File: src/rtl/mac_pkt_pkg.sv
// Shared constants and FSM state type for the Ethernet TX packet generator.
//   ETH_HDR_LEN : bytes in the dst/src/ethertype header
//   MIN_PAYLOAD : smallest payload the generator emits (shorter requests are padded up)
//   MAX_PAYLOAD : largest payload the generator emits (longer requests are cut down)
package mac_pkt_pkg;

    localparam int unsigned ETH_HDR_LEN = 14;
    localparam int unsigned MIN_PAYLOAD = 46;
    localparam int unsigned MAX_PAYLOAD = 1500;

    typedef enum logic [1:0] {
        StIdle,
        StHdr,
        StPayload,
        StGap
    } pkt_state_e;

endpackage

File: src/rtl/mac_tx_pktgen.sv
// Ethernet frame generator driving an 8-bit AXI4-Stream MAC TX port.
// A run of frames starts with cfg_start and uses a snapshot of the configuration taken at
// that moment. Each frame is a 14-byte header followed by a counting payload pattern.
//
// Ports
//   tx_axis_clk, tx_axis_rstn   : clock, synchronous active-low reset
//   cfg_start, cfg_stop         : start pulse (IDLE only), stop level (finishes current frame)
//   cfg_frame_num               : frames per run, 0 = run until stopped
//   cfg_payload_len             : payload bytes per frame, clamped to 46..1500
//   cfg_dst_mac, cfg_src_mac    : header addresses
//   cfg_ethertype, cfg_gap      : header type field, idle cycles between frames
//   cfg_err_inject              : mark the next started frame bad via tuser on its tlast
//   tx_axis_mac_*               : registered AXI4-Stream byte output
//   busy, done, frame_cnt       : run in progress, end-of-run pulse, frames completed
module mac_tx_pktgen #(
    parameter int unsigned FRAME_CNT_W = 16
) (
    input  logic                   tx_axis_clk,
    input  logic                   tx_axis_rstn,
    input  logic                   cfg_start,
    input  logic                   cfg_stop,
    input  logic [FRAME_CNT_W-1:0] cfg_frame_num,
    input  logic [10:0]            cfg_payload_len,
    input  logic [47:0]            cfg_dst_mac,
    input  logic [47:0]            cfg_src_mac,
    input  logic [15:0]            cfg_ethertype,
    input  logic [7:0]             cfg_gap,
    input  logic                   cfg_err_inject,
    output logic [7:0]             tx_axis_mac_tdata,
    output logic                   tx_axis_mac_tvalid,
    output logic                   tx_axis_mac_tlast,
    output logic                   tx_axis_mac_tuser,
    input  logic                   tx_axis_mac_tready,
    output logic                   busy,
    output logic                   done,
    output logic [FRAME_CNT_W-1:0] frame_cnt
);

    import mac_pkt_pkg::*;

    pkt_state_e             state_q, state_d;
    logic [10:0]            byte_cnt_q, byte_cnt_d;
    logic [7:0]             gap_cnt_q, gap_cnt_d;
    logic [7:0]             seq_q, seq_d;
    logic [10:0]            len_q, len_d;
    logic [FRAME_CNT_W-1:0] num_q, num_d;
    logic [47:0]            dst_q, dst_d;
    logic [47:0]            src_q, src_d;
    logic [15:0]            et_q, et_d;
    logic [7:0]             gap_q, gap_d;
    logic                   err_q, err_d;
    logic                   stop_q, stop_d;
    logic [7:0]             tdata_q, tdata_d;
    logic                   tvalid_q, tvalid_d;
    logic                   tlast_q, tlast_d;
    logic                   tuser_q, tuser_d;
    logic                   done_q, done_d;
    logic [FRAME_CNT_W-1:0] frame_cnt_q, frame_cnt_d;

    logic                   hs;
    logic [10:0]            len_clamped;
    logic [3:0]             hdr_idx;
    logic [7:0]             hdr_byte;
    logic [10:0]            pay_next;
    logic [FRAME_CNT_W:0]   cnt_plus1;
    logic                   last_frame;

    assign hs = tvalid_q & tx_axis_mac_tready;

    always_comb begin
        len_clamped = cfg_payload_len;
        if (cfg_payload_len < 11'(MIN_PAYLOAD)) begin
            len_clamped = 11'(MIN_PAYLOAD);
        end else if (cfg_payload_len > 11'(MAX_PAYLOAD)) begin
            len_clamped = 11'(MAX_PAYLOAD);
        end
    end

    // The output register always holds the byte being offered, so the mux selects the byte
    // that follows the current one.
    assign hdr_idx = byte_cnt_q[3:0] + 4'd1;

    always_comb begin
        case (hdr_idx)
            4'd0:    hdr_byte = dst_q[47:40];
            4'd1:    hdr_byte = dst_q[39:32];
            4'd2:    hdr_byte = dst_q[31:24];
            4'd3:    hdr_byte = dst_q[23:16];
            4'd4:    hdr_byte = dst_q[15:8];
            4'd5:    hdr_byte = dst_q[7:0];
            4'd6:    hdr_byte = src_q[47:40];
            4'd7:    hdr_byte = src_q[39:32];
            4'd8:    hdr_byte = src_q[31:24];
            4'd9:    hdr_byte = src_q[23:16];
            4'd10:   hdr_byte = src_q[15:8];
            4'd11:   hdr_byte = src_q[7:0];
            4'd12:   hdr_byte = et_q[15:8];
            4'd13:   hdr_byte = et_q[7:0];
            default: hdr_byte = 8'h00;
        endcase
    end

    assign pay_next  = byte_cnt_q + 11'd1;
    assign cnt_plus1 = {1'b0, frame_cnt_q} + {{FRAME_CNT_W{1'b0}}, 1'b1};

    // Evaluated only at the tlast handshake of the frame in flight.
    assign last_frame = ((num_q != '0) && (cnt_plus1 == {1'b0, num_q})) | stop_q | cfg_stop;

    always_comb begin
        state_d     = state_q;
        byte_cnt_d  = byte_cnt_q;
        gap_cnt_d   = gap_cnt_q;
        seq_d       = seq_q;
        len_d       = len_q;
        num_d       = num_q;
        dst_d       = dst_q;
        src_d       = src_q;
        et_d        = et_q;
        gap_d       = gap_q;
        err_d       = err_q;
        stop_d      = stop_q | cfg_stop;
        tdata_d     = tdata_q;
        tvalid_d    = tvalid_q;
        tlast_d     = tlast_q;
        tuser_d     = tuser_q;
        done_d      = 1'b0;
        frame_cnt_d = frame_cnt_q;

        unique case (state_q)
            StIdle: begin
                stop_d = 1'b0;
                if (cfg_start) begin
                    state_d     = StHdr;
                    byte_cnt_d  = '0;
                    seq_d       = '0;
                    frame_cnt_d = '0;
                    len_d       = len_clamped;
                    num_d       = cfg_frame_num;
                    dst_d       = cfg_dst_mac;
                    src_d       = cfg_src_mac;
                    et_d        = cfg_ethertype;
                    gap_d       = cfg_gap;
                    // A stop seen together with the start limits the run to one frame.
                    stop_d      = cfg_stop;
                    err_d       = cfg_err_inject;
                    tvalid_d    = 1'b1;
                    tdata_d     = cfg_dst_mac[47:40];
                    tlast_d     = 1'b0;
                    tuser_d     = 1'b0;
                end
            end

            StHdr: begin
                if (hs) begin
                    if (byte_cnt_q == 11'(ETH_HDR_LEN - 1)) begin
                        state_d    = StPayload;
                        byte_cnt_d = '0;
                        tdata_d    = seq_q;
                    end else begin
                        byte_cnt_d = byte_cnt_q + 11'd1;
                        tdata_d    = hdr_byte;
                    end
                end
            end

            StPayload: begin
                if (hs) begin
                    if (tlast_q) begin
                        frame_cnt_d = (&frame_cnt_q) ? frame_cnt_q : cnt_plus1[FRAME_CNT_W-1:0];
                        seq_d       = seq_q + 8'd1;
                        byte_cnt_d  = '0;
                        tlast_d     = 1'b0;
                        tuser_d     = 1'b0;
                        if (last_frame) begin
                            state_d  = StIdle;
                            tvalid_d = 1'b0;
                            tdata_d  = 8'h00;
                            done_d   = 1'b1;
                        end else if (gap_q == 8'd0) begin
                            state_d  = StHdr;
                            tvalid_d = 1'b1;
                            tdata_d  = dst_q[47:40];
                            err_d    = cfg_err_inject;
                        end else begin
                            state_d   = StGap;
                            tvalid_d  = 1'b0;
                            tdata_d   = 8'h00;
                            gap_cnt_d = gap_q - 8'd1;
                        end
                    end else begin
                        byte_cnt_d = pay_next;
                        tdata_d    = pay_next[7:0] + seq_q;
                        tlast_d    = (pay_next == len_q - 11'd1);
                        tuser_d    = (pay_next == len_q - 11'd1) & err_q;
                    end
                end
            end

            StGap: begin
                if (gap_cnt_q == 8'd0) begin
                    state_d    = StHdr;
                    byte_cnt_d = '0;
                    tvalid_d   = 1'b1;
                    tdata_d    = dst_q[47:40];
                    err_d      = cfg_err_inject;
                end else begin
                    gap_cnt_d = gap_cnt_q - 8'd1;
                end
            end

            default: state_d = StIdle;
        endcase
    end

    always_ff @(posedge tx_axis_clk) begin
        if (!tx_axis_rstn) begin
            state_q     <= StIdle;
            byte_cnt_q  <= '0;
            gap_cnt_q   <= '0;
            seq_q       <= '0;
            len_q       <= '0;
            num_q       <= '0;
            dst_q       <= '0;
            src_q       <= '0;
            et_q        <= '0;
            gap_q       <= '0;
            err_q       <= 1'b0;
            stop_q      <= 1'b0;
            tdata_q     <= '0;
            tvalid_q    <= 1'b0;
            tlast_q     <= 1'b0;
            tuser_q     <= 1'b0;
            done_q      <= 1'b0;
            frame_cnt_q <= '0;
        end else begin
            state_q     <= state_d;
            byte_cnt_q  <= byte_cnt_d;
            gap_cnt_q   <= gap_cnt_d;
            seq_q       <= seq_d;
            len_q       <= len_d;
            num_q       <= num_d;
            dst_q       <= dst_d;
            src_q       <= src_d;
            et_q        <= et_d;
            gap_q       <= gap_d;
            err_q       <= err_d;
            stop_q      <= stop_d;
            tdata_q     <= tdata_d;
            tvalid_q    <= tvalid_d;
            tlast_q     <= tlast_d;
            tuser_q     <= tuser_d;
            done_q      <= done_d;
            frame_cnt_q <= frame_cnt_d;
        end
    end

    assign tx_axis_mac_tdata  = tdata_q;
    assign tx_axis_mac_tvalid = tvalid_q;
    assign tx_axis_mac_tlast  = tlast_q;
    assign tx_axis_mac_tuser  = tuser_q;
    assign busy               = (state_q != StIdle);
    assign done               = done_q;
    assign frame_cnt          = frame_cnt_q;

endmodule

File: config.mk
export PLATFORM = sky130hd
export DESIGN_NAME = mac_tx_pktgen
export DESIGN_NICKNAME = d
export VERILOG_FILES = /design/src/rtl/mac_pkt_pkg.sv /design/src/rtl/mac_tx_pktgen.sv
export SDC_FILE = /design/constraint.sdc
export NUM_CORES = 1
export LEC_CHECK = 0
export CORE_ASPECT_RATIO = 2
export CORE_MARGIN = 2
export CORE_UTILIZATION = 40
export DETAILED_ROUTE_END_ITERATION = 16
export HOLD_SLACK_MARGIN = 0.15
export SKIP_CTS_REPAIR_TIMING = 1
export SYNTH_ARGS = -nofsm -noshare
export SYNTH_HDL_FRONTEND = slang
export SYNTH_SLANG_ARGS = --single-unit
export TNS_END_PERCENT = 1
File: constraint.sdc
create_clock -name tx_axis_clk -period 7.2 [get_ports tx_axis_clk]
set_clock_uncertainty 0.1 [all_clocks]
set_input_delay 0.72 -clock tx_axis_clk [delete_from_list [all_inputs] [get_ports tx_axis_clk]]
set_output_delay 0.72 -clock tx_axis_clk [all_outputs]
set_load 0.005 [all_outputs]
---- Yosys cells after proc, flatten, opt, wreduce, memory -nomap -nowiden ----
Index checks and enable logic that the tools add are counted.
W data, S select, Z words.
operators by class
  reductions and logical operators ........ 21
  divide/modulo/power cells ............... 0
  shifts and indexed selects .............. 0
  add/subtract/negate cells ............... 8
  bitwise operators ....................... 5
  magnitude comparators ................... 2
  multiply operators ...................... 0
  equality and inequality tests ........... 30
  mux-type cells .......................... 67
operators with widths
  cell                     number
  $mux W8                  16
  $pmux W8 S14             1
  $mux W11                 8
  $mux W16                 4
  $pmux W11 S4             1
  $pmux W16 S2             1
  $pmux W8 S2              2
  $pmux W8 S4              1
  $eq A4 B4 Y1 const B     6
  $ne A2 B2 Y1 const B     11
  $mux W1                  20
  $add A16 B1 Y17 const B  1
  $eq A17 B16 Y1           1
  $eq A4 B3 Y1 const B     4
  $logic_not A8 Y1         2
  $mux W2                  8
  $reduce_and A16 Y1       1
  $reduce_bool A16 Y1      1
  $sub A8 B1 Y8 const B    2
  $reduce_and A4 Y1        3
  $reduce_and A6 Y1        2
  $add A11 B1 Y11 const B  1
  $eq A11 B11 Y1           1
  $eq A11 B4 Y1 const B    1
  other kinds (24)         34
word-level totals
  register bits ........................... 206
  input port bits ......................... 153
  output and inout bits ................... 29
  memories kept ........................... 0
  word-level logic and storage cells ...... 151
  ROM bits ................................ 0
  memory bits (writable) .................. 0
  latch bits .............................. 0

---- Longest topological paths before layout ----
Gate-level depths: netlist of the first run.
  depth in word-level cells ............... 9
  depth in mapped cells ................... 14
  gate-level depth less buffers ........... 12

---- Least setup slack after synthesis of the first run ----
OpenSTA, ideal clock, no wires.
  kind .................................... register to register
  start point ............................. register byte_cnt_q[1]
  end point ............................... register tdata_q[2], in the netlist tx_axis_mac_tdata[2]
  data required time ...................... 6.971 ns
  cell stages (with the launch flop) ...... 14
  buffers on the path ..................... 2
  arrival time ............................ 2.730 ns
  period minus slack after synthesis ...... 2.958 ns
  path slack .............................. 4.242 ns
  setup time .............................. 0.129 ns
  path through ............................ dfxtp_1 > ha_1 > buf_2 > xnor2_1 > buf_2 > inv_1 > ha_1 > xnor2_1 > a221o_1 > a211oi_1 > a21boi_1 > nand4_1 > o211ai_1 > o211ai_1
on the way
  cells in the longest elaborated chain, start to end .. 6
  elaborated cells on any way between the ends .. 24
  those cells by class .................... 3 x add/sub; 14 x eq/ne; 6 x mux; 1 x reduce/logical
RTL lines
  element                                                  RTL line              text
  start, declared                                          mac_tx_pktgen.sv:42   logic [10:0] byte_cnt_q, byte_cnt_d;
  start signal, assigned                                   mac_tx_pktgen.sv:237  byte_cnt_q <= byte_cnt_d;
  branches (longest 5 deep; another with $add A11 B1 Y11)  --
  $pmux W8 S4 *                                            mac_tx_pktgen.sv:129  unique case (state_q)
  end signal, assigned                                     mac_tx_pktgen.sv:248  tdata_q <= tdata_d;
  end, declared                                            mac_tx_pktgen.sv:53   logic [7:0] tdata_q, tdata_d;
Mark *: on every way between the ends. The select of a mux whose other input is x is not followed.
A chain may end at the register's enable or synchronous reset.

---- Final worst setup path of the first run ----
  start point ............................. register state_q[0]
  end point ............................... register tuser_q, in the netlist tx_axis_mac_tuser
on the way
  cells in the longest elaborated chain, start to end .. 3
  elaborated cells on any way between the ends .. 7
  those cells by class .................... 3 x eq/ne; 1 x mux; 3 x reduce/logical
RTL lines
  element                                                       RTL line              text
  start, declared                                               mac_tx_pktgen.sv:41   pkt_state_e state_q, state_d;
  start signal, assigned                                        mac_tx_pktgen.sv:217  state_q <= StIdle;
  start signal, assigned                                        mac_tx_pktgen.sv:236  state_q <= state_d;
  $eq A2 B2 Y1 or $logic_not A2 Y1 (tied branches)              mac_tx_pktgen.sv:129
  $ne A2 B2 Y1 (no line) or $reduce_bool A2 Y1 (tied branches)  --
  $reduce_and A3 Y1 (no line)                                   --
  end signal, assigned                                          mac_tx_pktgen.sv:251  tuser_q <= tuser_d;
  end, declared                                                 mac_tx_pktgen.sv:56   logic tuser_q, tuser_d;
Parallel ways exist; a longest one is shown, timed or not.

==> flow_summary.ini, run 1 <==
[outcome]
status = finished clean

[critical_path]
crit_arrival_ps = 4120
crit_fanout = 34
critPathRequiredTime_ps = 7580
start_kind = flip-flop
worstSetupPathType = flip-flop to flip-flop
crit_slowest_cell = nor2_2
path_cells = inv_1, ha_1, buf_4, inv_1, nor2_2, nand4_1, nor3_1, o211ai_1, or4b_1, nor4_1, a32o_1
r2r_cells = 11
crit_path_frequent_cell = inv_1
critPathTopFamily = simple AND/OR/NAND/NOR gates
cp-end-kind = flip-flop
crit_buf_inv = 3
reg2reg_to = tx_axis_mac_tuser
slowest_delay_ps = 520
reg2reg_slack_ps = 3450
r2r_start = state_q[0]

[clocking]
clockBufferDepth = 3
cts_buffers = 21
insertion_delay_ps = 540
cts_tree = yes
cts-root-buf = clkbuf_16
clk_pin_slew_ps = 60
htreeDepth = 1
clock_sinks = 206

[die]
initial_core_util_pct = 40.61
fp.dieH_um = 243.3
die-area_um2 = 30070
die_width_um = 123.6
fp-row-count = 87
core_um2 = 28190
pin_count = 182

[synth]
syn-num-nets = 1696
avgSynthCellArea_um2 = 7.522
netlist_instances = 1522
synth_warnings = 0
synthArstFlopShare_pct = 0
yosys.cell_types.count = 99
yosysSeqAreaShare_pct = 36.02
synth_edf_count = 0
synth_seq_cells = 206
syn_area_um2 = 11450
synth_flop_cell = dfxtp_1

[drt]
viasPerCell = 5.852
route.detailed.drc = 0
vias = 11739
drt_iter0_drc = 941
wl_per_cell_um = 22.11
antenna_left = 0
drt-total-wl_um = 44340
drt_first_pass_iters = 10

[sta]
rsz0062_at_grt = no
period_needed_ps = 3746
hold_violations = 0
fmax_mhz = 267.0
setup_tns_ps = 0
period_share_pct = 52.03
relSlewSlack_pct = 25.22
setup_viol = 0
finalMaxSlewViolations = 0
tightest_slew_ps = 1108

[placed_design]
dp_hpwl_um = 33340
dpl.cell_count = 1968
dpl_cell_area_um2 = 13370
gp_congestion = 0.9743
port_buffers = 181

[pwr]
vdd_drop_max_mv = 0.1741
power.density_nw_per_um2 = 263.4
p_leak_uw = 0.005156

[finish]
final_cell_area_um2 = 14120
register_area_um2 = 4124
drive_gt1_share_pct = 6.367
fill_cells = 2829
area_delta_synth_final_pct = 23.34
multi_input_area_um2 = 6784
nNetsFinal = 1809
instances_no_fill = 2006

[flow_run]
drv_cap = 0

[min_path]
holdPathStages = 2
min_to = dst_q[15]
hp-class = flip-flop to flip-flop
hp-start = dst_q[15]

[global_routing]
grt_overflow_total = 0
track_usage_pct = 29.21
grt_pass1_wl_um = 65990
grt_pass1_vias = 11330
grt_max_degree = 97
antenna_found_initial = 2
==> cells in the mapped netlist (4+ instances only) <==
| master | instances | area share (%) |
|---|---|---|
| or3_1 | 7 | 0.38 |
| buf_1 | 7 | 0.23 |
| nor4_1 | 17 | 0.93 |
| nor2b_1 | 8 | 0.44 |
| nand3_1 | 64 | 2.8 |
| a22oi_1 | 12 | 0.79 |
| dfxtp_1 | 206 | 36 |
| nor4_2 | 5 | 0.55 |
| a211oi_2 | 4 | 0.44 |
| nand4_1 | 29 | 1.6 |
| mux2_2 | 6 | 0.59 |
| a21o_1 | 5 | 0.33 |
| nor2_1 | 72 | 2.4 |
| nor3_1 | 27 | 1.2 |
| a21oi_1 | 203 | 8.9 |
| a32o_1 | 5 | 0.44 |
| a32oi_1 | 7 | 0.54 |
| o21a_1 | 13 | 0.85 |
| buf_6 | 4 | 0.39 |
| a22o_1 | 6 | 0.46 |
| ha_1 | 20 | 2.2 |
| xor2_1 | 24 | 1.8 |
| nand2b_1 | 7 | 0.38 |
| o21ai_0 | 38 | 1.7 |
| nor3b_1 | 8 | 0.52 |
| mux2i_1 | 13 | 1.1 |
| a211oi_1 | 8 | 0.52 |
| clkbuf_1 | 76 | 2.5 |
| xnor2_1 | 35 | 2.7 |
| and4_1 | 4 | 0.31 |
| and2_1 | 10 | 0.55 |
| o211ai_1 | 16 | 1.0 |
| and3_1 | 18 | 0.98 |
| nand2_1 | 375 | 12 |
| o31ai_1 | 6 | 0.39 |
| buf_2 | 17 | 0.74 |
| inv_1 | 21 | 0.69 |
| o21ai_1 | 10 | 0.44 |
| a221oi_1 | 6 | 0.46 |
| a31oi_1 | 15 | 0.82 |
==> worst min-delay path, delay by kind of cell (launching register included) <==
kind / cells / cell delay [ps]
AO/OA/AOI/OAI: 1 / 50
AND/OR/NAND/NOR: 1 / 50
flip-flops: 1 / 310
==> metal layers <==
layer / global-route usage (%) / part of all wire [%]
met1: 28.35 / 33
met2: 52.96 / 52
met3: 3.886 / 4.5
met4: 23.86 / 10
met5: 0 / 0.045
==> area by class of cell <==
cell class / instances / area share [%]
Multi-Input combinational cell: 1185 / 48.04
Clock inverter: 13 / 1.258
Antenna cell: 1 / 0.01772
Inverter: 25 / 0.6823
Clock buffer: 24 / 4.014
Timing Repair Buffer: 196 / 13.63
Sequential cell: 206 / 29.20
Tap cell: 356 / 3.154
==> how the worst max path moves through the flow <==
stage                  startpoint                   end  slack [ps]  cells past startpoint
finish                 state_q[0]     tx_axis_mac_tuser        3450                     11
global route           state_q[0]     tx_axis_mac_tuser        3310                     11
CTS                    state_q[0]     tx_axis_mac_tuser        3500                     11
detailed placement      cfg_start         frame_cnt[11]        3330                      8
global placement        cfg_start         frame_cnt[11]        3430                      8
floorplan           byte_cnt_q[1]  tx_axis_mac_tdata[2]        4240                     13
==> report_power, final <==
part | internal [uW] | total, uW | switching [uW]
registers | 1290 | 1450 | 161
logic | 413 | 1070 | 656
clock network | 711 | 1200 | 491
==> through the flow <==
| stage | util (%) | power, uW | setup WS [ps] | hold WS, ps |
|---|---|---|---|---|
| floorplan | - | 2093 | 4242 | 331.7 |
| global placement | 47.44 | 2521 | 3426 | 339.4 |
| detailed placement | 47.44 | 2533 | 3329 | 346.6 |
| CTS | 50.08 | 3734 | 3497 | 358.4 |
| global route | 50.08 | 3903 | 3306 | 369.7 |
| finish | 50.09 | 3719 | 3454 | 354.6 |
==> cells by family after synthesis <==
kind of cell    count (synthesis)  synth area share, %
compound gates                398                22.08
xor+xnor                       60                4.656
fa+ha+maj                      21                2.361
buf+inv                       131                4.809
flops                         206                36.02
mux                            22                2.218
simple gates                  684                27.86
==> placed cells by master, fill, tap and decap left out, types with 24 or more instances in the layout <==
cell / count
a21oi_1: 203
clkdlybuf4s50_1: 181
dfxtp_1: 206
nand2_1: 374
nand3_1: 64
nand4_1: 29
nor2_1: 72
nor3_1: 27
o21ai_0: 38
xnor2_1: 35
xor2_1: 24
==> sequential cells by signal, summed over array words and instances (netlist names) <==
signal	count
byte_cnt_q	11
num_q	16
gap_q	8
seq_q	8
stop_q	1
tx_axis_mac_tvalid	1
len_q	11
src_q	48
et_q	16
tx_axis_mac_tlast	1
state_q	2
dst_q	48
frame_cnt	16
tx_axis_mac_tdata	8
gap_cnt_q	8
done	1
tx_axis_mac_tuser	1
err_q	1
(Power assumes the default switching activity.)
==> inputs of run 2 (changes only) <==
Clock period 7.2 ns to 3.1 ns, I/O delays scaled along.
==> flow_summary.ini, run 2 (same netlist as run 1, synthesis figures left out) <==
[flow_run]
drv_cap = 0

[clocking]
cts_buffers = 21
cts-root-buf = clkbuf_16
clk_pin_slew_ps = 70
clockBufferDepth = 3
cts_tree = yes
clock_sinks = 206
htreeDepth = 1
insertion_delay_ps = 530

[sta]
period_share_pct = 95.91
setup_viol = 0
fin_hold_ws_ps = 221.7
fin_ws_ps = 126.8
relSlewSlack_pct = 56.14
fmax_mhz = 336.3
hold_violations = 0
period_needed_ps = 2973
rsz0062_at_grt = no
finalMaxSlewViolations = 0
setup_tns_ps = 0
tightest_slew_ps = 651.0

[finish]
final_cell_mix = nand2_1, dfxtp_1, a21oi_1
area_delta_synth_final_pct = 29.19
top_regs = dst_q (48), src_q (48)
nNetsFinal = 1880
drive_gt1_share_pct = 10.23
antenna_cells = 0
final_cell_area_um2 = 14790
mostFrequentLayoutCell = nand2_1
fill_cells = 2843
instances_no_fill = 2077

[placed_design]
port_buffers = 181
dpl.cell_count = 2038
dpl_cell_area_um2 = 13990
place_ws_ps = 0.4101
dp_hpwl_um = 35300
gp_congestion = 0.9563

[critical_path]
worstSetupPathType = flip-flop to flip-flop
cp-end-kind = flip-flop
reg2reg_slack_ps = 130
critPathTopFamily = compound AO/OA/AOI/OAI gates
reg2reg_to = tx_axis_mac_tdata[1]
critPathRequiredTime_ps = 3400
crit_slowest_cell = dfxtp_1
slowest_delay_ps = 680
crit_fanout = 12
crit_arrival_ps = 3270
crit_buf_inv = 0
start_kind = flip-flop
crit_start = byte_cnt_q[3]
r2r_cells = 8
crit_end = tx_axis_mac_tdata[1]
crit_path_frequent_cell = o211ai_1
r2r_start = byte_cnt_q[3]
path_cells = and3b_1, o21a_1, mux2_2, a32o_1, nor4_4, nand4_1, o211ai_1, o211ai_1
path_depth = 8

[min_path]
hp-class = input pin to flip-flop

[die]
die_width_um = 123.6
core_um2 = 28190
initial_core_util_pct = 40.61
fp-row-count = 87
pin_count = 182
die-area_um2 = 30070
fp.dieH_um = 243.3

[pwr]
p_leak_uw = 0.005537
power.density_nw_per_um2 = 604.1
vdd_drop_max_mv = 0.3988

[global_routing]
grt_pass1_vias = 11825
grt_overflow_total = 0
antenna_found_initial = 0
met3_usage_pct = 3.535
use_met2_pct = 56.59
met1_usage_pct = 28.61
track_usage_pct = 30.54
grt_max_degree = 100
grt_pass1_wl_um = 68640
gr-max-usage-layer = met2

[drt]
vias = 11861
antenna_left = 0
drt_first_pass_iters = 5
viasPerCell = 5.711
drt_iter0_drc = 720
wl_per_cell_um = 22.05
drt-total-wl_um = 45800
route.detailed.drc = 0

[outcome]
status = finished clean
run 2: cell types whose count changed in the layout (fill, tap and decap cells not counted), sizes merged:
cell and change:
clkinv -2, clkbuf +2, buf +71, diode -1, bufinv +1
run 2: layer usage:
layer  vias up  share of wire (%)
li1       5749                  -
met5         -                  0
met1      5593                 32
met3       152                3.7
met2       367                 54
met4         0                9.6
run 2: how the worst min path moves through the flow:
| stage | start | end | slack, ps | depth (start not counted) |
|---|---|---|---|---|
| finish | cfg_src_mac[20] | src_q[20] | 220 | 3 |
| global route | cfg_frame_num[13] | num_q[13] | 230 | 3 |
| global placement | et_q[11] | et_q[11] | 340 | 2 |
| CTS | cfg_src_mac[28] | src_q[28] | 210 | 3 |
| detailed placement | dst_q[23] | dst_q[23] | 350 | 2 |
| floorplan | et_q[11] | et_q[11] | 330 | 2 |
run 2: worst min-delay path: cells and delay by family:
family | cells | cell delay [ps]
AND/OR/NAND/NOR | 1 | 50
buffers and inverters | 1 | 390
AO/OA/AOI/OAI | 1 | 50
run 2: cell type report:
type | count | area, um^2 | area share [%]
Sequential cell | 206 | 4125 | 27.89
Clock buffer | 26 | 554.3 | 3.748
Timing Repair Buffer | 267 | 2545 | 17.21
Multi-Input combinational cell | 1185 | 6823 | 46.13
Tap cell | 356 | 445.4 | 3.012
Inverter | 25 | 96.34 | 0.6514
Clock inverter | 12 | 201.4 | 1.362
run 2: power by group:
part           leakage [uW]  switching, uW  internal [uW]
registers           0.00169            351           2990
clock network      0.000363           1160           1700
logic               0.00349           1630           1100
total               0.00554           3140           5790
run 2: through the flow:
stage | total power (uW) | util (%)
after CTS | 8940 | 52.29
after detailed placement | 6087 | 49.61
final | 8934 | 52.46
after global placement | 6055 | 49.61
after floorplan | 4862 | -
after global routing | 9367 | 52.46
==> inputs of run 3 (changes only) <==
Settings changed: CTS_CLUSTER_SIZE set to 25, PLACE_DENSITY set to 0.62, SKIP_CTS_REPAIR_TIMING 1 to not set.
==> flow_summary.ini, run 3 (same netlist as run 1, synthesis figures left out) <==
[sta]
tightest_slew_ps = 677.8
period_needed_ps = 2934
hold_violations = 0
rsz0062_at_grt = yes
setup_viol = 0
relSlewSlack_pct = 54.40
setup_tns_ps = 0
fmax_mhz = 340.8
finalMaxSlewViolations = 0
period_share_pct = 94.65

[finish]
area_delta_synth_final_pct = 27.15
final_cell_area_um2 = 14560
drive_gt1_share_pct = 9.501
top_regs = dst_q (48), src_q (48)
instances_no_fill = 2061
nNetsFinal = 1865
antenna_cells = 0
mostFrequentLayoutCell = nand2_1
final_cell_mix = nand2_1, dfxtp_1, a21oi_1

[critical_path]
critPathRequiredTime_ps = 3410
path_cells = ha_1, and4_1, nand3_1, xnor2_1, o32ai_2, o2111ai_2, o21ai_1, a311oi_1, a311o_1
worstSetupPathType = flip-flop to flip-flop
cp-end-kind = flip-flop
crit_fanout = 5
r2r_start = frame_cnt[0]
reg2reg_slack_ps = 170
crit_arrival_ps = 3240
slowest_delay_ps = 390
reg2reg_to = gap_cnt_q[5]
critPathTopFamily = compound AO/OA/AOI/OAI gates
r2r_cells = 9
start_kind = flip-flop
crit_buf_inv = 0
crit_slowest_cell = and4_1

[die]
fp-row-count = 87
die-area_um2 = 30070
fp.dieH_um = 243.3
core_um2 = 28190
die_width_um = 123.6
initial_core_util_pct = 40.61
pin_count = 182

[clocking]
cts_tree = yes
cts_hold_buf = 0
ctsResizeCount = 0
clockBufferDepth = 3
clock_sinks = 206
clk_pin_slew_ps = 70
cts-root-buf = clkbuf_16
cts_buffers = 21
post_cts_buffers = 0
insertion_delay_ps = 520
htreeDepth = 1

[global_routing]
grt_max_degree = 92
antenna_found_initial = 0
grt_pass1_vias = 11540
track_usage_pct = 29.24
grt_overflow_total = 0
grt_pass1_wl_um = 66260

[drt]
vias = 11848
route.detailed.drc = 0
drt_first_pass_iters = 5
viasPerCell = 5.749
wl_per_cell_um = 21.38
antenna_left = 0
drt_iter0_drc = 751
drt-total-wl_um = 44060

[outcome]
status = finished clean

[placed_design]
dp_hpwl_um = 33770
dpl.cell_count = 2024
port_buffers = 181
dpl_cell_area_um2 = 13840
gp_congestion = 1.005

[pwr]
vdd_drop_max_mv = 0.3954
power.density_nw_per_um2 = 586.8
p_leak_uw = 0.005442
power_uw = 8541

[min_path]
min_to = dst_q[17]
hp-class = input pin to flip-flop
holdPathStages = 3
hp-start = cfg_dst_mac[17]

[flow_run]
drv_cap = 0
run 3: worst register-to-register path: stages (launching register included):
cell and delay (ps):
dfxtp_1 330, ha_1 160, and4_1 390, nand3_1 240
xnor2_1 210, o32ai_2 230, o2111ai_2 330, o21ai_1 370
a311oi_1 180, a311o_1 290
run 3: worst max path at each step:
stage	startpoint	endpoint	slack, ps	depth (start not counted)
2_1_floorplan	byte_cnt_q[1]	tx_axis_mac_tdata[2]	140	13
3_3_place_gp	byte_cnt_q[0]	tx_axis_mac_tdata[7]	120	9
3_5_place_dp	byte_cnt_q[0]	tx_axis_mac_tdata[7]	110	9
4_1_cts	byte_cnt_q[0]	tx_axis_mac_tdata[7]	100	9
5_1_grt	frame_cnt[9]	gap_cnt_q[6]	-20	9
6_report	frame_cnt[0]	gap_cnt_q[5]	170	9
run 3: where the power goes:
| group | total, uW | switching [uW] | internal (uW) |
|---|---|---|---|
| Sequential | 3360 | 372 | 2990 |
| Combinational | 2610 | 1560 | 1050 |
| Clock | 2570 | 1100 | 1470 |
| Total | 8540 | 3030 | 5510 |
run 3: per-layer routing:
layer | track usage, % | wire [um]
met5 | 0 | 0
met1 | 27.72 | 14430
met4 | 20.96 | 3707
met2 | 56.03 | 24440
met3 | 2.598 | 1486
run 3: cell type report:
| cell class | instances | area, um^2 |
|---|---|---|
| clock buffers | 27 | 568.0 |
| repair buffers | 252 | 2395 |
| well taps | 356 | 445.4 |
| fillers | 2903 | 13640 |
| flip-flops and latches | 206 | 4126 |
| clock inverters | 10 | 107.6 |
| inverters | 25 | 96.34 |
| multi-input cells | 1185 | 6818 |
run 3: stage by stage:
step	utilization, %	setup slack (ps)	hold WS, ps
final	51.63	165.9	231.8
after global routing	51.63	-22.28	248.6
after CTS	51.50	96.60	220.4
after detailed placement	49.11	112.2	346.1
after global placement	49.11	119.5	343.4
after floorplan	-	141.7	331.7
